==> src/rtl/router_input_arbiter.sv <==
// ---------------------------------------------------------------------------
// router_input_arbiter
//
// Round-robin arbiter that shares the single input port of a Router among
// p_ninputs requesters. The winning requester's message is captured in a
// one-entry output buffer, which drives the Router and drains on ready_in.
// The buffer can drain and refill in the same cycle, so the sustained rate
// is one message per cycle while the Router keeps ready_in high.
//
// Parameters
//   p_nbits      message width, including the destination select MSBs
//   p_ninputs    number of requesters (>= 2)
//
// Ports
//   clk          clock, all state updates on the rising edge
//   reset        synchronous, active-high reset
//   valid        per-requester valid
//   ready        per-requester ready, one-hot or zero
//   message_in   requester i message in bits [i*p_nbits +: p_nbits]
//   valid_out    buffer holds a message for the Router
//   ready_in     Router accepts the buffered message this cycle
//   message_out  buffered message
//   grant_id     index of the requester whose message is in the buffer
// ---------------------------------------------------------------------------
module router_input_arbiter #(
    parameter int p_nbits   = 8,
    parameter int p_ninputs = 4
) (
    input  logic                           clk,
    input  logic                           reset,
    input  logic [p_ninputs-1:0]           valid,
    output logic [p_ninputs-1:0]           ready,
    input  logic [p_ninputs*p_nbits-1:0]   message_in,
    output logic                           valid_out,
    input  logic                           ready_in,
    output logic [p_nbits-1:0]             message_out,
    output logic [$clog2(p_ninputs)-1:0]   grant_id
);

    localparam int IDW = $clog2(p_ninputs);

    typedef enum logic {
        EMPTY = 1'b0,
        FULL  = 1'b1
    } state_t;

    state_t           state;
    state_t           state_next;
    logic [IDW-1:0]   ptr;
    logic [IDW-1:0]   ptr_next;
    logic [IDW-1:0]   winner;
    logic [IDW-1:0]   cand;
    logic [IDW:0]     cand_sum;
    logic             any_valid;
    logic             accept;
    logic             transfer;
    logic [p_nbits-1:0] win_msg;

    // Search valid starting at ptr and wrapping. cand_sum carries one extra
    // bit so the wrap also works when p_ninputs is not a power of two.
    always_comb begin
        winner    = '0;
        any_valid = 1'b0;
        cand_sum  = '0;
        cand      = '0;
        for (int k = 0; k < p_ninputs; k++) begin
            cand_sum = {1'b0, ptr} + (IDW+1)'(k);
            if (cand_sum >= (IDW+1)'(p_ninputs)) begin
                cand_sum = cand_sum - (IDW+1)'(p_ninputs);
            end
            cand = cand_sum[IDW-1:0];
            if (!any_valid && valid[cand]) begin
                any_valid = 1'b1;
                winner    = cand;
            end
        end
    end

    // Select the winner's message with a mux so no variable part-select
    // is needed.
    always_comb begin
        win_msg = '0;
        for (int i = 0; i < p_ninputs; i++) begin
            if (winner == IDW'(i)) begin
                win_msg = message_in[i*p_nbits +: p_nbits];
            end
        end
    end

    // The buffer accepts when empty or when it drains this cycle. Reset
    // blocks any handshake so nothing transfers on a reset cycle.
    always_comb begin
        accept   = !reset && ((state == EMPTY) || ready_in);
        transfer = accept && any_valid;
        ready    = '0;
        for (int i = 0; i < p_ninputs; i++) begin
            ready[i] = transfer && (winner == IDW'(i));
        end
        if (winner == IDW'(p_ninputs - 1)) begin
            ptr_next = '0;
        end else begin
            ptr_next = winner + 1'b1;
        end
    end

    // Next-state logic for the buffer. A refill wins over a drain, so
    // drain-and-refill in one cycle stays FULL.
    always_comb begin
        state_next = state;
        if (transfer) begin
            state_next = FULL;
        end else if ((state == FULL) && ready_in) begin
            state_next = EMPTY;
        end
        valid_out = (state == FULL);
    end

    always_ff @(posedge clk) begin
        if (reset) begin
            state <= EMPTY;
        end else begin
            state <= state_next;
        end
    end

    // Buffer contents and priority pointer change only on a transfer, so
    // idle cycles never rotate priority and a drained buffer keeps its
    // last message and grant_id.
    always_ff @(posedge clk) begin
        if (reset) begin
            message_out <= '0;
            grant_id    <= '0;
            ptr         <= '0;
        end else if (transfer) begin
            message_out <= win_msg;
            grant_id    <= winner;
            ptr         <= ptr_next;
        end
    end

endmodule

==> config.mk <==
export PLATFORM = sky130hd
export DESIGN_NAME = router_input_arbiter
export DESIGN_NICKNAME = d
export VERILOG_FILES = /design/src/rtl/router_input_arbiter.sv
export SDC_FILE = /design/constraint.sdc
export NUM_CORES = 1
export LEC_CHECK = 0
export CORE_ASPECT_RATIO = 1.75
export CORE_MARGIN = 4
export CORE_UTILIZATION = 37
export CTS_CLUSTER_DIAMETER = 80
export CTS_CLUSTER_SIZE = 30
export DETAILED_ROUTE_END_ITERATION = 8
export GPL_TIMING_DRIVEN = 0
export PLACE_DENSITY = 0.79
export SLEW_MARGIN = 20
export SYNTH_ARGS = -nofsm -noshare
export SYNTH_HDL_FRONTEND = slang
export SYNTH_SLANG_ARGS = --single-unit
==> constraint.sdc <==
create_clock -name clk -period 3.45 [get_ports clk]
set_input_delay 0.8625 -clock clk [delete_from_list [all_inputs] [get_ports clk]]
set_output_delay 0.8625 -clock clk [all_outputs]
set_load 0.03 [all_outputs]
==> flow_metrics.tcl <==
set metrics [dict create \
    run_status "completed" \
    die-area_um2 3370 \
    finalHoldViolations 0 \
    synth_commonest_cells "13 x dfxtp_1, 11 x inv_1, 11 x nand2_1" \
    peakVddDrop_v 0.000278 \
    worstSkewPairLatency_ns 0.24 \
    slowest_delay_ns 0.19 \
    path_buf_inv 16 \
    critPathMaxFanout 4 \
    start_util_pct 39.4 \
    clk_pin_slew_ns 0.06 \
    antenna_cells 0 \
    sw_frac_of_total_pct 37.6 \
    pwr-share-seq_pct 24.2 \
    critPathTopFamily "buffers and inverters" \
    fin_skew_ns 0.00328 \
    grt_overflow 0 \
    grt_max_degree 18 \
    slew_headroom_pct 57.4 \
    ios 54 \
    finalNetCount 232 \
    p_total_uw 836 \
    rsz0062_at_grt "false" \
    wl_per_cell_um 16.8 \
    synth_edf_count 0 \
    netlist_instances 111 \
    die_y_um 73.9 \
    tightest_slew_ns 0.638 \
    route.detailed.drc 0 \
    rows 23 \
    cts_buffers 3 \
    ys_seq_elements 13 \
    cts_sinks 13 \
    fin_crit_ns 3.34 \
    grt_pass1_vias 1285 \
    viasPerCell 5.42 \
    dieWidth_um 45.7 \
    yosysTopAreaCellShare_pct 28.3 \
    post-route-period-util_pct 96.8 \
    crit_required_ns 3.59 \
    root_buffer "clkbuf_8" \
    grt_antenna_before_repair 0 \
    coreArea_um2 2330 \
    p_sw_uw 314 \
    synth_top_area_cell "dfxtp_1" \
    wirelength_mm 3.58 \
    setup_viol 0 \
    first_pass_iters 4 \
    final-max-slew-violation-count 0 \
    p_int_uw 521 \
    cp-end-kind "flop" \
    yosysSeqAreaShare_pct 28.3 \
    crit_top_cell "buf_4" \
    cts_tree "yes" \
    first_iter_violations 32 \
    avgSynthCellArea_um2 8.27 \
    htree_num_levels 1 \
    numPortBuffers 53 \
    yosysWarnings 0 \
    synthToLayoutAreaGrowth_pct 85.4 \
    synthesis.area_um2 918 \
    cp_slowest_cell "o21ba_2" \
    grt_pass1_wl_mm 5.51 \
    postSynth.asyncResetShare_pct 0 \
    place_congestion 0.761 \
    p_per_area_nw_per_um2 491 \
    drive_gt1_share_pct 31.4 \
    ant_nets 0 \
    pwr-share-clk_pct 16.7 \
    vias 1155 \
    dp_hpwl_mm 2.41 \
    finalSetupTns_ns 0 \
    timing.fmax_mhz 300 \
    cp.arrival_ns 3.47 \
    track_usage_pct 22.2 \
    yosysUniqueCellTypes 28 \
    clockBufferDepth 2 \
    p_leak_uw 0.000741 \
    critical_path_class "input port to flop" \
    synth_most_common_cell "dfxtp_1" \
    critPathLaunchType "input port" \
    synthFlopType "dfxtp_1" \
    max_cap_violations 0 \
    combPwrFrac_pct 59.2 \
    synth_fp_nets 154 \
    synth_area_leaders "dfxtp_1 28%, a211o_1 6.7%, a21oi_2 6.7%" \
    crit_chain "clkbuf_2 -> nor2b_1 -> o21ai_2 -> nand3_2 -> buf_4 -> buf_4 -> buf_4 -> buf_4 -> buf_4 -> buf_4 -> buf_4 -> buf_4 -> buf_4 -> buf_4 -> buf_4 -> buf_4 -> buf_4 -> buf_4 -> buf_4 -> o21ba_2" \
    hold_class "flop to flop" \
]
==> final timing paths <==
path                                startpoint              to  slack (ns)  cells after the start
worst max-delay path                  valid[0]          ptr[0]        0.11                     20
worst min-delay path            message_out[2]  message_out[2]        0.52                      2
worst max register to register          ptr[0]          ptr[0]        0.47                     19
worst min register to register  message_out[2]  message_out[2]        0.52                      2
==> logic make-up (layout without fill, tap and decap cells) <==
kind of cell | after synthesis | count (layout) | synth area share (%)
AND/OR/NAND/NOR | 30 | 30 | 20.2
AO/OA/AOI/OAI | 45 | 45 | 36.4
buffers and inverters | 19 | 96 | 9.67
flip-flops | 13 | 13 | 28.3
adder cells (fa/ha/maj) | 4 | 4 | 5.45
==> flip-flops by register name (all words and copies together), names as in the netlist <==
name         count
message_out      8
grant_id         2
ptr              2
valid_out        1
==> tightest hold or removal path, stage by stage, from the launching register on <==
cell and delay [ns]:
dfxtp_1 0.32, a21oi_2 0.11, a31oi_1 0.04
==> layout make-up <==
cell class | instances | area (um2)
inverter | 11 | 41.3
sequential | 13 | 260
multi-input combinational | 79 | 608
timing repair buffer | 75 | 664
clock buffer | 4 | 45.0
fill | 184 | 628
buffer | 6 | 52.6
tap | 25 | 31.3
==> power groups by stage <==
| stage | clock network [uW] | registers [uW] | logic [uW] |
|---|---|---|---|
| finish | 139 | 202 | 495 |
| global route | 150 | 204 | 526 |
| CTS | 140 | 199 | 463 |
| detailed placement | 0 | 201 | 374 |
| global placement | 0 | 201 | 366 |
| floorplan | 0 | 244 | 180 |
==> stage by stage <==
stage | hold slack [ns] | instances | utilization (%) | area (um2) | worst slack [ns]
2_1_floorplan | 0.501 | 111 | - | 918 | 0.288
3_3_place_gp | 0.492 | 189 | 63.5 | 1480 | -1.11
3_5_place_dp | 0.498 | 189 | 63.5 | 1480 | -1.22
4_1_cts | 0.508 | 210 | 71.9 | 1680 | 0.0134
5_1_grt | 0.538 | 213 | 73.1 | 1700 | 0.0684
6_report | 0.516 | 213 | 73.1 | 1700 | 0.112
==> cell usage in the layout, fill, tap and decap left out, drive strengths merged <==
cell,synthesis,routed
a211o,7,7
a21o,1,1
a21oi,12,12
a221oi,7,7
a22oi,1,1
a31oi,7,7
and2,4,4
and2b,1,1
buf,4,28
clkbuf,4,11
clkdlybuf4s15,0,1
clkdlybuf4s50,0,45
dfxtp,13,13
ha,4,4
inv,11,11
nand2,11,11
nand2b,2,2
nand3,1,1
nor2,3,3
nor2b,5,5
nor3,1,1
nor4,1,1
o211ai,3,3
o21ai,5,5
o21ba,1,1
o32ai,1,1
or2,1,1
==> repair_timing <==
action,CTS,global route
hold buffers,0,0
resized for setup,32,14
pin swaps,5,3
gates cloned,0,0
setup buffers,19,3
endpoints found under the setup margin,4,6
==> per-layer routing <==
| layer | share of wire [%] | wire length [um] | global-route usage, % |
|---|---|---|---|
| met1 | 35 | 1240 | 21.5 |
| met2 | 55 | 1970 | 42.3 |
| met3 | 7.1 | 255 | 4.17 |
| met4 | 3.3 | 119 | 10.1 |
| met5 | 0 | 0 | 0 |
Power figures use the tool's default switching activity.
